<file path="config.mk">
export PLATFORM = sky130hd
export DESIGN_NAME = bit_timer_ctrl
export DESIGN_NICKNAME = d
export VERILOG_FILES = /design/src/rtl/bit_timer_ctrl.sv
export SDC_FILE = /design/constraint.sdc
export NUM_CORES = 1
export LEC_CHECK = 0
export CAP_MARGIN = 25
export CORE_ASPECT_RATIO = 0.7
export CORE_MARGIN = 2
export CORE_UTILIZATION = 25
export DETAILED_ROUTE_END_ITERATION = 6
export GPL_ROUTABILITY_DRIVEN = 0
export PLACE_DENSITY = 0.43
export SLEW_MARGIN = 20
export SYNTH_ARGS = -nofsm -noshare
export SYNTH_HDL_FRONTEND = slang
export SYNTH_SLANG_ARGS = --single-unit
</file>
<file path="constraint.sdc">
create_clock -name clk -period 2 [get_ports clk]
set_input_delay 0.2 -clock clk [delete_from_list [all_inputs] [get_ports clk]]
set_output_delay 0.2 -clock clk [all_outputs]
set_load 0.02 [all_outputs]
</file>
<file path="src/rtl/bit_timer_ctrl.sv">
// Serial-receive bit timing sequencer: align / data / stop phases with shift and done strobes.
// Optional stop-bit check (serial_in, framing_error) is built when STOP_BIT_CHECK_EN is defined.
//
// state | meaning
// IDLE  | waiting for start
// ALIGN | counting half a bit period to reach the bit centre
// DATA  | one shift_strobe per bit period, N times
// STOP  | one more bit period, then packet_done
module bit_timer_ctrl #(
  parameter int CNT_BITS  = 4,
  parameter int NBIT_BITS = 4
) (
  input  logic                 clk,
  input  logic                 n_rst,
  input  logic                 start,
  input  logic                 abort,
  input  logic [CNT_BITS-1:0]  bit_period,
  input  logic [NBIT_BITS-1:0] num_bits,
`ifdef STOP_BIT_CHECK_EN
  input  logic                 serial_in,
`endif
  output logic                 shift_strobe,
  output logic                 packet_done,
  output logic                 busy
`ifdef STOP_BIT_CHECK_EN
  ,
  output logic                 framing_error
`endif
);

  typedef enum logic [1:0] {IDLE, ALIGN, DATA, STOP} state_t;

  state_t               state_q, state_d;
  logic [CNT_BITS-1:0]  tmr_q, tmr_d;
  logic [NBIT_BITS-1:0] bit_cnt_q, bit_cnt_d;
  logic [CNT_BITS-1:0]  p_q, p_d;
  logic [NBIT_BITS-1:0] n_q, n_d;
  logic                 shift_q, shift_d;
  logic                 done_q, done_d;
  logic                 busy_q, busy_d;
  logic [CNT_BITS-1:0]  pc, h, pc_m1;

  // Strobes are decided one cycle early (at Pc-1) so they can leave a flop exactly at Pc.
  always_comb begin
    pc    = (p_q < CNT_BITS'(2)) ? CNT_BITS'(2) : p_q;
    h     = pc >> 1;
    pc_m1 = pc - CNT_BITS'(1);
  end

  always_comb begin
    state_d   = state_q;
    tmr_d     = tmr_q;
    bit_cnt_d = bit_cnt_q;
    p_d       = p_q;
    n_d       = n_q;
    shift_d   = 1'b0;
    done_d    = 1'b0;
    if (abort && (state_q != IDLE)) begin
      state_d   = IDLE;
      tmr_d     = '0;
      bit_cnt_d = '0;
    end else begin
      case (state_q)
        IDLE: begin
          if (start && !abort) begin
            state_d   = ALIGN;
            tmr_d     = CNT_BITS'(1);
            bit_cnt_d = '0;
            p_d       = bit_period;
            n_d       = num_bits;
          end
        end
        ALIGN: begin
          if (tmr_q == h) begin
            state_d = (n_q == '0) ? STOP : DATA;
            tmr_d   = CNT_BITS'(1);
          end else begin
            tmr_d = tmr_q + CNT_BITS'(1);
          end
        end
        DATA: begin
          shift_d = (tmr_q == pc_m1);
          if (tmr_q == pc) begin
            tmr_d     = CNT_BITS'(1);
            bit_cnt_d = bit_cnt_q + NBIT_BITS'(1);
            if (bit_cnt_q == (n_q - NBIT_BITS'(1))) state_d = STOP;
          end else begin
            tmr_d = tmr_q + CNT_BITS'(1);
          end
        end
        STOP: begin
          done_d = (tmr_q == pc_m1);
          if (tmr_q == pc) begin
            state_d   = IDLE;
            tmr_d     = '0;
            bit_cnt_d = '0;
          end else begin
            tmr_d = tmr_q + CNT_BITS'(1);
          end
        end
        default: begin
          state_d   = IDLE;
          tmr_d     = '0;
          bit_cnt_d = '0;
        end
      endcase
    end
    busy_d = (state_d != IDLE);
  end

  always_ff @(posedge clk or negedge n_rst) begin
    if (!n_rst) begin
      state_q   <= IDLE;
      tmr_q     <= '0;
      bit_cnt_q <= '0;
      p_q       <= '0;
      n_q       <= '0;
      shift_q   <= 1'b0;
      done_q    <= 1'b0;
      busy_q    <= 1'b0;
    end else begin
      state_q   <= state_d;
      tmr_q     <= tmr_d;
      bit_cnt_q <= bit_cnt_d;
      p_q       <= p_d;
      n_q       <= n_d;
      shift_q   <= shift_d;
      done_q    <= done_d;
      busy_q    <= busy_d;
    end
  end

  assign shift_strobe = shift_q;
  assign packet_done  = done_q;
  assign busy         = busy_q;

`ifdef STOP_BIT_CHECK_EN
  logic fe_q, fe_d;

  // The stop bit is sampled in the packet_done cycle: STOP with the timer at Pc.
  always_comb begin
    fe_d = fe_q;
    if (abort && (state_q != IDLE)) begin
      fe_d = 1'b0;
    end else if ((state_q == IDLE) && start) begin
      fe_d = 1'b0;
    end else if ((state_q == STOP) && (tmr_q == pc)) begin
      fe_d = !serial_in;
    end
  end

  always_ff @(posedge clk or negedge n_rst) begin
    if (!n_rst) fe_q <= 1'b0;
    else        fe_q <= fe_d;
  end

  assign framing_error = fe_q;
`endif

endmodule
</file>
# After elaboration in Yosys (flattened, before gate mapping)
# Cells that the tools add are included.
[classes]
addsub = 4
order_cmp = 1
n_eq_ne = 10
mux = 24
bitwise = 1
reduce_logical = 10
[ops]
columns = ["operator", "count"]
rows = [
  ["4-bit 2-to-1 mux", 10],
  ["4-bit one-hot mux with 4 select lines", 1],
  ["4-bit == test", 3],
  ["2-bit 2-to-1 mux", 6],
  ["4-bit one-hot mux with 3 select lines", 1],
  ["3-bit != test, second input constant", 3],
  ["4-bit by 1-bit adder with 4-bit output, second input constant", 2],
  ["2-bit one-hot mux with 4 select lines", 1],
  ["4-bit by 1-bit subtractor with 4-bit output, second input constant", 2],
  ["1-bit 2-to-1 mux", 5],
  ["2-bit == test, second input constant", 2],
  ["4-bit by 3-bit == test with 1-bit output", 1],
  ["4-bit zero test", 1],
  ["4-bit by 2-bit < comparator with 1-bit output, second input constant", 1],
  ["4-bit AND reduction", 1],
  ["2-bit nonzero test", 2],
  ["4-bit nonzero test", 1],
  ["3-bit AND reduction", 1],
  ["2-bit by 1-bit == test with 1-bit output, second input constant", 1],
  ["1-bit logical AND", 2],
  ["2-bit zero test", 1],
  ["1-bit zero test", 1],
  ["1-bit inverter", 1],
]
[word_totals]
regBits = 21
input_bits = 12
out_inout_bits = 3
wordCells = 58

# Depth between registers and ports, before layout
[depth]
depth_word = 7
ltp_mapped = 9
mapped_depth_nobuf = 8

# Worst setup path after synthesis
# OpenSTA, ideal clock, no wires.
[synth_path]
kind = "flip-flop to flip-flop"
start = "register p_q[2]"
end = "register bit_cnt_q[1]"
setup_ns = 0.087
arrival_time_ns = 1.675
required_time_ns = 1.913
setup_slack_ns = 0.238
path_stages_with_launch = 7
path_buffers = 1
synth_period_minus_slack_ns = 1.762
path_cell_list = "dfrtp_1 buf_2 nor4bb_1 a32oi_2 a21oi_4 mux2_1 a22oi_1"
[synth_via]
elab_chain_len = 5
word_cells_on_any_way = 6
cone_classes = "order compare: 1; eq/ne: 3; mux: 1; reduce/logical: 1"
[synth_rtl]
columns = ["element", "line_no", "text"]
rows = [
  ["start: declaration", "36", "logic [CNT_BITS-1:0] p_q, p_d;"],
  ["start signal: assignment", "125", "p_q <= p_d;"],
  ["4-bit by 2-bit < comparator with 1-bit output", "45", "pc = (p_q < CNT_BITS'(2)) ? CNT_BITS'(2) : p_q;"],
  ["4-bit 2-to-1 mux *", "45", ""],
  ["4-bit == test *", "83, 93", ""],
  ["3-bit != test (no line)", "--", ""],
  ["4-bit AND reduction (no line) *", "--", ""],
  ["end signal: assignment", "124", "bit_cnt_q <= bit_cnt_d;"],
  ["end: declaration", "35", "logic [NBIT_BITS-1:0] bit_cnt_q, bit_cnt_d;"],
]
# Mark *: on every way between the ends. The rest lies on a longest branch, timed or not.
# A chain may end at the register's enable or synchronous reset.

# Worst setup path in the final report
[layout_path]
start = "register p_q[1]"
end = "register tmr_q[0]"
[layout_via]
elab_chain_len = 6
word_cells_on_any_way = 9
cone_classes = "order compare: 1; eq/ne: 2; mux: 6"
[layout_rtl]
columns = ["element", "line_no", "text"]
rows = [
  ["4-bit by 2-bit < comparator with 1-bit output", "45", ""],
  ["4-bit 2-to-1 mux *", "45", ""],
  ["4-bit == test or 4-bit by 3-bit == test with 1-bit output (tied branches)", "83, 93, 74", ""],
  ["4-bit 2-to-1 mux, on equally long branches", "93, 74, 83", ""],
  ["4-bit one-hot mux with 4 select lines *", "63", "case (state_q)"],
  ["4-bit 2-to-1 mux *", "58", "if (abort && (state_q != IDLE)) begin"],
  ["end signal: assignment", "123", "tmr_q <= tmr_d;"],
  ["end: declaration", "34", "logic [CNT_BITS-1:0] tmr_q, tmr_d;"],
]
# Marked as above.

==> results.toml <==
[final_layout]
design_area_um2 = 1710
area_growth_pct = 24.2
nets = 182
n_fill_cell = 572
drive_gt1_frac = 0.164
final_cell_count_no_fill = 237
antenna_cells = 0

[timing]
report.final.slew_viol_count = 0
period_share = 0.944
fmax_mhz = 530
clock_skew_ns = 0.00531
slew_headroom = 0.712
final-setup-viol-count = 0
rsz0062_at_grt = "yes"
worst_pin_slew_ns = 0.433
hold_viol_final = 0
fin_crit_ns = 1.89
fin_setup_tns_ns = 0

[routing]
drtAntennaViolNets = 0
routed_wl_um = 3200
drc = 0
vias = 1130
first_iter_violations = 35
post_drt_wl_per_cell_um = 13.5
drt_pass1_iterations = 4
vias_per_cell = 4.77

[global_routing]
overflow = 0
antenna_found_initial = 0
grt_pass1_wl_um = 5570
grt_pass1_vias = 1127
gr-usage-all-layers = 0.118
grt_max_degree = 22

[critical_path]
critPathMaxFanout = 7
startpoint_type = "flop"
r2r_setup_slack_ns = 0.11
endpoint_kind = "flop"
worstPathRequired_ns = 2.19
reg2reg_from = "p_q[1]$_DFFE_PN0P_"
reg2regPathDepth = 5
r2r_end = "tmr_q[0]$_DFFE_PN0N_"
critical_path_class = "reg -> reg"
cp.arrival_ns = 2.07

[synthesis]
synth_edf_count = 0
synth_area_leader_cell = "dfrtp_1"
synth-seq-area-share = 0.381
synth_top_area_frac = 0.381
ys.flop_type = "dfrtp_1"
synth.avg_cell_area_um2 = 9.50
synth_commonest_cells = "21 x dfrtp_1, 14 x nand2_1, 13 x xnor2_1"
synth.most_common_cell = "dfrtp_1"
ys_top_cells_by_area = "dfrtp_1 38%, xnor2_1 8.3%, nand2_1 3.8%"
synth_cell_types = 39
synth_nets = 161
ys_ff_latch = 21
async_flop_share = 1.00
netlist_instances = 145
syn_area_um2 = 1380
yosys_warnings = 0

[cts]
cts_buffers = 3
numClockSinks = 21
insertion_delay_ns = 0.26
holdBufCountCts = 0
cts_tree = "done"
clk_pin_slew_ns = 0.08
ctsHtreeMaxLevel = 1
clock_path_buffers = 2
ctsRootBufferMaster = "clkbuf_8"

[power]
leakage_nw = 0.666
total_power_mw = 1.88
power_density_nw_per_um2 = 1100
peakVddDrop_uv = 416

[hold_path]
hp-class = "in -> async"

[die]
dieArea_um2 = 6130
ioPinCount = 15
dieHeight_um = 66.1
coreArea_um2 = 5290
num_rows = 22
die_w_um = 92.7
initial_core_util = 0.261

[run_status]
status = "complete, no violations"

[placement]
io_buffers = 14
hpwlAfterDp_um = 2410
numPlacedInstances = 233
placed_area_um2 = 1650

[run]
max_cap_violations = 0
==> repair_timing <==
action / 4_1_cts / 5_1_grt
setup endpoints to repair: 0 / 10
setup buffers: 0 / 0
gates resized for setup: 0 / 4
==> final cells by class <==
class | instances | area [µm²] | area share
Sequential cell | 21 | 528 | 0.309
Timing Repair Buffer | 26 | 230 | 0.135
Inverter | 6 | 22.5 | 0.0132
Tap cell | 72 | 90.1 | 0.0527
Multi-Input combinational cell | 108 | 795 | 0.465
Clock buffer | 4 | 45.0 | 0.0263
==> power breakdown <==
| part | internal (mW) | switching, mW | leakage, nW |
|---|---|---|---|
| logic | 0.449 | 0.415 | 0.374 |
| registers | 0.532 | 0.201 | 0.269 |
| clock network | 0.142 | 0.145 | 0.0228 |
| total | 1.12 | 0.761 | 0.666 |
==> how the worst max path moves through the flow <==
stage / from / cells past startpoint / endpoint
after CTS: p_q[3]$_DFFE_PN0P_ / 6 / tmr_q[3]$_DFFE_PN0N_
after global routing: p_q[1]$_DFFE_PN0P_ / 5 / tmr_q[0]$_DFFE_PN0N_
after detailed placement: p_q[3]$_DFFE_PN0P_ / 6 / tmr_q[2]$_DFFE_PN0N_
after floorplan: p_q[2]$_DFFE_PN0P_ / 6 / bit_cnt_q[1]$_DFFE_PN0P_
final: p_q[1]$_DFFE_PN0P_ / 5 / tmr_q[0]$_DFFE_PN0N_
after global placement: p_q[3]$_DFFE_PN0P_ / 5 / bit_cnt_q[1]$_DFFE_PN0P_
==> placed cells by master, fill, tap and decap left out, types with 4 or more instances in the layout <==
cell,synthesis,routed
nand3_1,4,4
ha_1,4,4
nand2_1,14,14
inv_1,6,6
mux2_1,4,4
o31ai_1,4,4
clkdlybuf4s50_1,0,14
xnor2_1,13,12
nor2_1,8,8
xor2_1,5,5
dfrtp_1,21,19
buf_4,0,12
nor3_1,8,8
o21ai_0,5,5
==> through the flow <==
step,hold slack (ns),utilization,setup WS [ns]
5_1_grt,0.332,0.324,-0.0151
3_3_place_gp,0.535,0.313,0.0807
4_1_cts,0.295,0.321,0.0738
2_1_floorplan,-0.0956,-,0.238
6_report,0.284,0.324,0.113
3_5_place_dp,0.544,0.313,0.0845
==> metal layers <==
metal  global-route usage  routed length, µm  up-vias
met5                    0                  0        -
met4               0.0257                 38        0
met3               0.0319                201        6
met2                0.173               1230       43
met1                0.171               1740      529
li1                     -                  -      552
==> flip-flops by register name, indices dropped and copies added, names as in the netlist <==
| register | cells |
|---|---|
| busy | 1 |
| tmr_q | 4 |
| n_q | 4 |
| bit_cnt_q | 4 |
| packet_done | 1 |
| p_q | 4 |
| shift_strobe | 1 |
| state_q | 2 |
==> logic make-up (layout without fill, tap and decap cells) <==
logic type / Yosys count / after routing / share of synthesized area
and+or+nand+nor: 51 / 51 / 0.190
AOI/OAI and AO/OA: 27 / 27 / 0.163
xor gates and xnor gates: 18 / 18 / 0.114
DFF: 21 / 21 / 0.381
buffers and inverters: 16 / 36 / 0.0500
muxes: 8 / 8 / 0.0645
adders and majority gates: 4 / 4 / 0.0363
==> critical path, cell delays in order, from the launching register on <==
cell	delay, ns
dfrtp_1	0.48
o31ai_2	0.35
xnor2_1	0.25
a21oi_4	0.10
a311o_1	0.42
a32oi_2	0.20
(Power assumes the default switching activity.)
